File: src/rtl/alu_seq_exec.sv
`timescale 1ns/1ps
// Multi-cycle ALU: logic/arith ops finish in one cycle; shifts step one bit per cycle.
// Handshake in via in_valid/in_ready, result held in DONE until out_ready.
module alu_seq_exec #(
  parameter int XLEN = 32
) (
  input  logic            clk,
  input  logic            rst,
  input  logic            in_valid,
  output logic            in_ready,
  input  logic [3:0]      alu_control,
  input  logic [XLEN-1:0] op_a,
  input  logic [XLEN-1:0] op_b,
  output logic            out_valid,
  input  logic            out_ready,
  output logic [XLEN-1:0] result,
  output logic            zero,
  output logic            illegal
);

  localparam int SW = $clog2(XLEN);

  localparam logic [3:0] OP_ADD  = 4'b0000;
  localparam logic [3:0] OP_SUB  = 4'b0001;
  localparam logic [3:0] OP_AND  = 4'b0010;
  localparam logic [3:0] OP_OR   = 4'b0011;
  localparam logic [3:0] OP_XOR  = 4'b0100;
  localparam logic [3:0] OP_SLL  = 4'b0101;
  localparam logic [3:0] OP_SRL  = 4'b0110;
  localparam logic [3:0] OP_SRA  = 4'b0111;
  localparam logic [3:0] OP_SLT  = 4'b1000;
  localparam logic [3:0] OP_SLTU = 4'b1001;

  typedef enum logic [1:0] {IDLE, SHIFT, DONE} state_t;

  state_t          state_q, state_d;
  logic [XLEN-1:0] res_q, res_d;
  logic            zero_q, zero_d;
  logic            ill_q, ill_d;
  logic [SW-1:0]   cnt_q, cnt_d;
  logic [3:0]      code_q, code_d;
  logic [SW-1:0]   shamt;
  logic [XLEN-1:0] shifted;
  logic            lt_s, lt_u;

  assign shamt     = op_b[SW-1:0];
  assign lt_s      = $signed(op_a) < $signed(op_b);
  assign lt_u      = op_a < op_b;
  assign in_ready  = (state_q == IDLE) && !rst;
  assign out_valid = (state_q == DONE);
  assign result    = res_q;
  assign zero      = zero_q;
  assign illegal   = ill_q;

  // res_q doubles as the shift register while in SHIFT
  always_comb begin
    shifted = {res_q[XLEN-2:0], 1'b0};
    if (code_q == OP_SRL)
      shifted = {1'b0, res_q[XLEN-1:1]};
    else if (code_q == OP_SRA)
      shifted = {res_q[XLEN-1], res_q[XLEN-1:1]};
  end

  always_comb begin
    state_d = state_q;
    res_d   = res_q;
    zero_d  = zero_q;
    ill_d   = ill_q;
    cnt_d   = cnt_q;
    code_d  = code_q;
    case (state_q)
      IDLE: begin
        if (in_valid) begin
          code_d  = alu_control;
          ill_d   = 1'b0;
          state_d = DONE;
          case (alu_control)
            OP_ADD:  res_d = op_a + op_b;
            OP_SUB:  res_d = op_a - op_b;
            OP_AND:  res_d = op_a & op_b;
            OP_OR:   res_d = op_a | op_b;
            OP_XOR:  res_d = op_a ^ op_b;
            OP_SLL, OP_SRL, OP_SRA: begin
              res_d = op_a;
              cnt_d = shamt;
              if (shamt != '0) state_d = SHIFT;
            end
            OP_SLT:  res_d = {{(XLEN-1){1'b0}}, lt_s};
            OP_SLTU: res_d = {{(XLEN-1){1'b0}}, lt_u};
            default: begin
              res_d = '0;
              ill_d = 1'b1;
            end
          endcase
          zero_d = (res_d == '0);
        end
      end
      SHIFT: begin
        res_d  = shifted;
        zero_d = (shifted == '0);
        cnt_d  = cnt_q - SW'(1);
        if (cnt_q == SW'(1)) state_d = DONE;
      end
      DONE: begin
        if (out_ready) state_d = IDLE;
      end
      default: state_d = IDLE;
    endcase
  end

  always_ff @(posedge clk) begin
    if (rst) begin
      state_q <= IDLE;
      res_q   <= '0;
      zero_q  <= 1'b0;
      ill_q   <= 1'b0;
      cnt_q   <= '0;
      code_q  <= '0;
    end else begin
      state_q <= state_d;
      res_q   <= res_d;
      zero_q  <= zero_d;
      ill_q   <= ill_d;
      cnt_q   <= cnt_d;
      code_q  <= code_d;
    end
  end

endmodule

File: config.mk
export PLATFORM = sky130hd
export DESIGN_NAME = alu_seq_exec
export DESIGN_NICKNAME = d
export VERILOG_FILES = /design/src/rtl/alu_seq_exec.sv
export SDC_FILE = /design/constraint.sdc
export NUM_CORES = 1
export LEC_CHECK = 0
export ABC_AREA = 1
export CORE_UTILIZATION = 54
export CTS_BUF_LIST = sky130_fd_sc_hd__clkbuf_16
export CTS_CLUSTER_DIAMETER = 150
export DETAILED_ROUTE_END_ITERATION = 8
export PLACE_DENSITY = 0.8
export SLEW_MARGIN = 20
export SYNTH_ARGS = -nofsm -noshare
export SYNTH_HDL_FRONTEND = slang
export SYNTH_SLANG_ARGS = --single-unit
File: constraint.sdc
create_clock -name clk -period 2.72 [get_ports clk]
set_clock_uncertainty 0.2 [all_clocks]
set_input_delay 0.544 -clock clk [delete_from_list [all_inputs] [get_ports clk]]
set_output_delay 0.544 -clock clk [all_outputs]
set_load 0.01 [all_outputs]
==> results.md, run 1 <==
- Run status: did not finish
- IO Port Bufs: 107
- Clock root buffer master: clkbuf_16
- Synth warnings: 0
- Placed cells: 2439
- Proportion of netlist area held by the largest area contributor: 23.8%
- Remaining Overflow, GRT: 2522
- Fail Step: 5_1_grt
- Synth unique cells: 39
- Cell row count: 48
- H-tree levels: 2
- Synthesized area per cell: 5.29 um2
- Synth Flop Type: dfxtp_1
- CTS buffer count: 5
- EDFF count, synth: 0
- Maximum number of pins on one net before global-route repair: 39
- Hold bufs inserted after CTS: 0
- GRT Util Overall: 107%
- Worst_ep kind: register data pin
- Yosys reg bits: 45
- Top Ports: 108
- Syn_nets: 1985
- GR repair worst EP: zero$_SDFFE_PP0P_/D
- CTS max path bufs: 2
- Synth area leaders: nand2_1 (24%), ha_1 (15%), inv_1 (13%), dfxtp_1 (9.5%), nor2_1 (7.2%)
- Post-Synthesis Cells: 1796
- Error: [ERROR GRT-0232] Routing congestion too high. Check the congestion heatmap in the GUI.
- Die width: 135 um
- Die height: 135 um
- Top-count cell post-synth: nand2_1
- Post-synth top cells: nand2_1 (602), inv_1 (323), nor2_1 (182)
- # clock sinks: 45
- Final RePlAce weighted congestion: 1.07
- Mapped Area: 9510 um2
- Initial Util: 55.1%
- Sequential area share after synthesis: 9.48%
- Async set or reset register ratio after synthesis: 0%
- Dpl hpwl: 34200 um
- Biggest area consumer among synthesized cells: nand2_1
## cell families after synthesis
kind of cell               after synthesis  synth area share [%]
and+or+nand+nor                        999                  43.3
xor gates and xnor gates                 3                 0.276
buffers and inverters                  384                  15.8
adders and majority gates              117                  15.6
DFF                                     45                  9.48
muxes                                    6                 0.632
AOI/OAI and AO/OA                      242                  14.9
## metrics by stage
step	setup TNS [ns]	hold WS, ns	setup slack [ns]	cell area (um2)
2_1_floorplan	0	0.266	0.0506	9510
3_3_place_gp	-17.94	0.271	-0.936	13400
3_5_place_dp	-19.03	0.289	-0.938	13400
4_1_cts	0	0.309	0.000239	15600
## per-layer routing
| layer | GRT overflow | global-route usage (%) |
|---|---|---|
| met4 | 409 | 122 |
| met5 | 5 | 36.9 |
| met1 | 31 | 89.9 |
| met3 | 15 | 66.9 |
| met2 | 2062 | 158 |
## repair_timing
item | 4_1_cts
cloned | 0
setup buffers | 57
gates resized for setup | 597
pin swaps | 173
setup endpoints to repair | 30
==> run 2: changes to the inputs <==
- CORE_UTILIZATION: 54 -> 40
- CTS_BUF_LIST: sky130_fd_sc_hd__clkbuf_16 -> not set
- CTS_CLUSTER_DIAMETER: 150 -> not set
- PLACE_DENSITY: 0.8 -> not set
- PLACE_DENSITY_LB_ADDON: not set -> 0.15
- clock period: 2.72 -> 3.5 ns (I/O delays scaled with it)
==> run 2 against run 1 <==
Net effect: the flow now finishes, with violations (DRC); area after synthesis unchanged; synthesized cell count unchanged.
==> results.md, run 2 <==
- Die area: 24400 um2
- Commonest non-fill, non-tap cells in the layout: nand2_1 (569), buf_4 (339), inv_1 (316)
- Slowest stage cell on the critical path: clkdlybuf4s50_1
- Buf/Inv on CP: 5
- Die height: 156 um (+16%)
- # clock sinks: 45 (unchanged)
- Period minus WS final: 3.30 ns
- Worst-Margin Slew: 0.603 ns
- Vias per cell: 5.07
- Worst EP arrival: 3.32 ns
- Worst-path clk slew: 0.06 ns
- H-tree levels: 2 (unchanged)
- Slew Limit Fails: 0
- Crit path cell chain: clkdlybuf4s50_1 -> inv_1 -> ha_1 -> buf_4 -> nand2_1 -> inv_1 -> nand2_2 -> inv_1 -> a21oi_2 -> nor2_1 -> nor2_1 -> nand3_1 -> nand3_1 -> nand3_1 -> nor2_1 -> nand2_1 -> nor2_1 -> nand2_1 -> a21oi_2
- Cell row count: 56 (+17%)
- Number of antenna cells inserted: 0
- Commonest non-fill, non-tap cell in the layout: nand2_1
- Cell family with most CP delay: simple AND/OR/NAND/NOR gates
- CTS buffer count: 5 (unchanged)
- DRT Pass-1 Iters: 7
- Fmax: 0.303 GHz
- Sequential area share after synthesis: 9.48% (unchanged)
- CP peak stage delay: 0.47 ns
- Worst-Skew Late Latency: 0.29 ns
- Max reg flops: 32
- Mapped Area: 9510 um2 (unchanged)
- Worst slack, placed: -0.415 ns (+0.523 ns)
- Share of layout cells above drive strength 1: 23.5%
- Initial antenna violation count: 0
- Switching share of power: 43.0%
- Highest fanout seen on the critical path: 4
- Post-Synthesis Cells: 1796 (unchanged)
- IO Port Bufs: 107 (unchanged)
- Die width: 156 um (+16%)
- Hold WS: 0.297 ns
- Remaining Overflow, GRT: 0
- Clock root buffer master: clkbuf_16
- Final Instance Area: 14100 um2
- Fraction of power consumed by sequential logic: 18.0%
- WL final: 41600 um
- Async set or reset register ratio after synthesis: 0% (unchanged)
- EDFF count, synth: 0 (unchanged)
- Initial DRC count: 1176
- Final hold vios: 0
- Run status: complete, but fails checks
- VDD IR max: 0.000242 V
- Failing checks: DRC
- Final core occ: 60.4%
- Final RePlAce weighted congestion: 0.982 (-8.0%)
- Crit path kind: in2reg
- WHS Endpoint: result[0]$_SDFFE_PP0P_
- Biggest area consumer among synthesized cells: nand2_1
- Maximum number of pins on one net before global-route repair: 39
- # DRC: 1
- FF-to-FF path depth: 10
- CTS max path bufs: 2 (unchanged)
- Initial Util: 40.6% (-15 points)
- GRT Util Overall: 33.3%
- Number of global-route vias before repair: 11500
- Top Ports: 108 (unchanged)
- Detail Route Antenna Nets: 0
- Synth area leaders: nand2_1 (24%), ha_1 (15%), inv_1 (13%), dfxtp_1 (9.5%), nor2_1 (7.2%)
- Clk pwr share: 19.1%
- CP dominant cell by count: nor2_1
- Combinational power share: 62.8%
- Slew margin rel.: 59.8%
- Post-synth top cells: nand2_1 (602), inv_1 (323), nor2_1 (182)
- Proportion of netlist area held by the largest area contributor: 23.8% (unchanged)
- Required time of the critical path: 3.53 ns
- Synth warnings: 0 (unchanged)
- Core region area: 23400 um2
- Static leakage power: 7.52 nW
- Synth unique cells: 39 (unchanged)
- Max_cap viols: 0
- Layout Nets: 2387
- RR Endpoint: zero$_SDFFE_PP0P_
- Critical Path Source Type: primary input
- Layout area overhead: 48.7%
- Reg-to-reg startpoint: state_q[1]$_SDFFE_PP0P_
- Internal power: 1.85 mW
- First-pass GRT wire length: 62000 um
- Top-count cell post-synth: nand2_1
- Area after DPL: 13300 um2 (-1.3%)
- Hold depth: 2
- CTS tree: yes
- Fillers: 2376
- Sw Pwr: 1.39 mW
- Drt wl/cell: 16.5 um
- P per Cell Area: 229 nW/um2
- Syn_nets: 1985 (unchanged)
- Final setup viols: 0
- Dpl hpwl: 35100 um (+2.7%)
- Yosys reg bits: 45 (unchanged)
- HP Start: result[0]$_SDFFE_PP0P_
- HP Class: reg2reg
- Vias: 12800
- Synth Flop Type: dfxtp_1
- R2r setup slk: 0.97 ns
- CP Capture Type: flip-flop
- Synthesized area per cell: 5.29 um2 (unchanged)
- Final period util: 94.1%
- Hold bufs inserted after CTS: 0 (unchanged)
- Minimum setup slack in the final design: 0.205 ns
run 2: cell counts after synthesis:
Identical to the previous run, type by type.
run 2: power groups by stage:
stage	Sequential, mW	Combinational [mW]	Clock [mW]
2_1_floorplan	0.599	0.919	0
3_3_place_gp	0.594	1.85	0
3_5_place_dp	0.594	1.86	0
4_1_cts	0.583	1.88	0.622
5_1_grt	0.589	2.21	0.639
6_report	0.584	2.04	0.620
run 2: area by class of cell:
cell class	instances	area (um2)	area share, %
multi-input combinational	1367	7720	54.6
timing repair buffer	449	3680	26.0
inverter	330	1240	8.78
sequential	45	901	6.37
tap	319	399	2.82
clock buffer	5	125	0.885
clock inverter	3	65.1	0.460
run 2: cells by family (layout without fill, tap and decap cells):
kind of cell,count (synthesis),in the layout,share of synthesized area [%]
simple gates,999,999,43.3
buf+inv,384,787,15.8
compound gates,242,242,14.9
fa+ha+maj,117,117,15.6
flops,45,45,9.48
mux,6,6,0.632
xor+xnor,3,3,0.276
run 2: tightest hold or removal path: stages (launching register included):
cell     delay [ns]
dfxtp_1        0.33
nand2_1        0.07
a21oi_1        0.05
run 2: per-stage QoR:
stage | setup TNS [ns] | power (mW) | cells
after floorplan | 0 | 1.52 | 1796
after global placement | -1.91 | 2.45 | 2503
after detailed placement | -2.42 | 2.46 | 2503
after CTS | 0 | 3.08 | 2511
after global routing | -0.0157 | 3.44 | 2518
final | 0 | 3.24 | 2518
run 2: worst max-delay path by stage:
stage,end,slack [ns],start,cells past startpoint
floorplan,zero$_SDFFE_PP0P_,0.67,op_a[0],18
global placement,zero$_SDFFE_PP0P_,-0.40,op_b[22],19
CTS,zero$_SDFFE_PP0P_,0.0000007,op_a[6],17
finish,zero$_SDFFE_PP0P_,0.20,op_a[17],19
global route,zero$_SDFFE_PP0P_,-0.02,op_b[9],23
detailed placement,zero$_SDFFE_PP0P_,-0.41,op_b[0],19
run 2: metal layers:
metal	up-vias	part of all wire, %	track usage [%]
met4	0	2.4	8.12
met1	5839	46	45.3
met3	56	6.2	3.33
met2	414	45	56.0
met5	-	0	0
li1	6461	-	-
run 2: what timing repair did:
action                     4_1_cts  5_1_grt
pin swaps                        0       17
gates resized for setup          7      152
hold endpoints to repair         0        0
setup buffers                    0        7
setup endpoints to repair        1       10
Note: power is estimated with default switching activity, not from simulation.
==> run 3: changes to the inputs <==
- CORE_MARGIN: not set -> 4
- RECOVER_POWER: not set -> 100
==> run 3 against run 2 <==
Net effect: the run ends with capacitance limit, slew limit left; worst hold slack worse by 0.0037 ns; cell count unchanged; core utilization fell by 0.45 points; first-iteration DRC count is 13% higher; register-to-register slack about the same; combinational power decreased by 2%; largest cell class unchanged.
==> results.md, run 3 (synthesis results as in run 2) <==
- CTS max path bufs: 2 (unchanged)
- Crit path cell chain: clkdlybuf4s50_1 -> buf_4 -> ha_1 -> nand2_1 -> nand2_1 -> inv_1 -> nand2_1 -> nand2_1 -> nand2_1 -> buf_4 -> nand2_1 -> nand2_1 -> buf_4 -> nand2_1 -> nand3_1 -> nand3_1 -> nor2_1 -> nand4_1 -> nor2_1 -> nand2_1 -> a21oi_2
- Slew Limit Fails: 39 (+39)
- Number of antenna cells inserted: 0 (unchanged)
- Commonest non-fill, non-tap cells in the layout: nand2_1 (575), buf_4 (339), inv_1 (319)
- Drt wl/cell: 16.7 um (+1.2%)
- Initial Util: 40.6% (unchanged)
- CP peak stage delay: 0.48 ns (about the same)
- Maximum number of pins on one net before global-route repair: 41 (+5.1%)
- HP Start: result[0]$_SDFFE_PP0P_
- Fmax: 0.296 GHz (-2.3%)
- Die area: 26300 um2 (+7.8%)
- RR Endpoint: zero$_SDFFE_PP0P_
- Final hold vios: 0 (unchanged)
- Number of global-route vias before repair: 12000 (+4.3%)
- VDD IR max: 0.000183 V (-24%)
- First-pass GRT wire length: 63500 um (+2.3%)
- Detail Route Antenna Nets: 0 (unchanged)
- WHS Endpoint: result[0]$_SDFFE_PP0P_
- Remaining Overflow, GRT: 0 (unchanged)
- Dpl hpwl: 35700 um (+1.5%)
- HP Class: reg2reg
- Area after DPL: 13200 um2 (-0.15%)
- Clock root buffer master: clkbuf_16
- Initial antenna violation count: 0 (unchanged)
- Max reg flops: 32 (unchanged)
- Max_cap viols: 1 (+1)
- Run status: complete, but fails checks
- Share of layout cells above drive strength 1: 22.3% (-1.2 points)
- P per Cell Area: 224 nW/um2 (-2.4%)
- Slew margin rel.: -17.9% (-78 points)
- Required time of the critical path: 3.53 ns (about the same)
- Top Ports: 108 (unchanged)
- Commonest non-fill, non-tap cell in the layout: nand2_1
- # DRC: 0 (-1)
- CTS tree: yes
- Vias per cell: 5.09 (+0.32%)
- TNS Setup: 0 ns (unchanged)
- CP Capture Type: flip-flop
- Reg-to-reg startpoint: code_q[2]$_SDFFE_PP0P_
- FF-to-FF path depth: 10 (unchanged)
- Worst EP arrival: 3.41 ns (+0.09 ns)
- Multi-input logic area: 7660 um2 (-0.81%)
- Die height: 162 um (+3.8%)
- R2r setup slk: 0.98 ns (about the same)
- IO Port Bufs: 107 (unchanged)
- Worst-Skew Late Latency: 0.30 ns (about the same)
- Final period util: 96.4% (+2.3 points)
- Critical Path Source Type: primary input
- Fillers: 2430 (+2.3%)
- Vias: 12800 (+0.32%)
- DRT Pass-1 Iters: 6 (-1)
- Layout area overhead: 47.6%
- Sequential cell area: 901 um2 (unchanged)
- Worst-Margin Slew: 1.77 ns (+1.16 ns)
- Crit path kind: in2reg
- Core region area: 23400 um2 (unchanged)
- Failing checks: capacitance limit, slew limit
- CTS buffer count: 5 (unchanged)
- WL final: 42100 um (+1.2%)
- Total design power: 3.14 mW (-3.1%)
- CP dominant cell by count: nand2_1
- Initial DRC count: 1323 (+13%)
- Hold bufs inserted after CTS: 0 (unchanged)
- Die width: 162 um (+3.8%)
- # clock sinks: 45 (unchanged)
- Slowest stage cell on the critical path: clkdlybuf4s50_1
- Final Instance Area: 14000 um2 (-0.75%)
- Layout Nets: 2387 (unchanged)
- Hold WS: 0.293 ns (-0.00368 ns)
- Final RePlAce weighted congestion: 1.01 (+3.1%)
- GRT Util Overall: 30.6% (-2.7 points)
- Static leakage power: 7.60 nW (+1.1%)
- Cell row count: 56 (unchanged)
- Highest fanout seen on the critical path: 3 (-1)
- Hold depth: 2 (unchanged)
- Final setup viols: 0 (unchanged)
- Period minus WS final: 3.37 ns (+0.0791 ns)
- H-tree levels: 2 (unchanged)
- Worst-path clk slew: 0.07 ns (about the same)
## run 3: cell count changes in the layout (fill, tap and decap cells not counted), sizes merged
cell	change
dlygate4sd3	+36
clkdlybuf4s50	-35
clkbuf	+2
buf	-1
bufinv	-1
dlymetal6s2s	-1
## run 3: worst max path at each step
stage,slack (ns),endpoint,from,cells past startpoint
after floorplan,0.67,zero$_SDFFE_PP0P_,op_a[0],18
after global placement,-0.32,zero$_SDFFE_PP0P_,op_a[0],19
after detailed placement,-0.32,zero$_SDFFE_PP0P_,op_a[0],19
after CTS,0.003,zero$_SDFFE_PP0P_,op_b[10],20
after global routing,-0.009,zero$_SDFFE_PP0P_,op_a[0],18
final,0.13,zero$_SDFFE_PP0P_,op_b[1],21
## run 3: metrics by stage
stage / util, % / setup slack [ns] / cells
2_1_floorplan: - / 0.675 / 1796
3_3_place_gp: 56.6 / -0.317 / 2502
3_5_place_dp: 56.6 / -0.316 / 2502
4_1_cts: 57.4 / 0.00316 / 2510
5_1_grt: 59.9 / -0.00943 / 2518
6_report: 59.9 / 0.126 / 2518
## run 3: cell type report
type	instances	area share (%)
well taps	319	2.85
inverters	330	8.83
flip-flops and latches	45	6.42
repair buffers	449	26.1
clock inverters	2	0.277
multi-input cells	1367	54.6
clock buffers	6	0.919
## run 3: where the power goes
part | total [mW] | switching [mW] | leakage, nW | internal (mW)
Combinational | 2.00 | 1.14 | 7.16 | 0.864
Sequential | 0.584 | 0.0328 | 0.367 | 0.551
Clock | 0.552 | 0.214 | 0.0810 | 0.339
Total | 3.14 | 1.39 | 7.60 | 1.75
## run 3: worst max-delay path, delay by kind of cell
kind,cells,cell delay (ns)
AOI/OAI and AO/OA,1,0.12
adders and majority gates,1,0.23
buffers and inverters,5,0.91
and+or+nand+nor,14,1.46
## run 3: repair_timing
action,4_1_cts,5_1_grt
resized for setup,3,128
endpoints found under the setup margin,1,13
pin swaps,0,22
setup buffers,0,8
## run 3: routing by layer
layer / vias to the layer above / routed length [um] / track usage (%)
li1: 6467 / - / -
met1: 5825 / 19300 / 42.8
met2: 462 / 18600 / 49.5
met3: 57 / 3160 / 3.83
met4: 0 / 1090 / 8.80
met5: - / 0 / 0
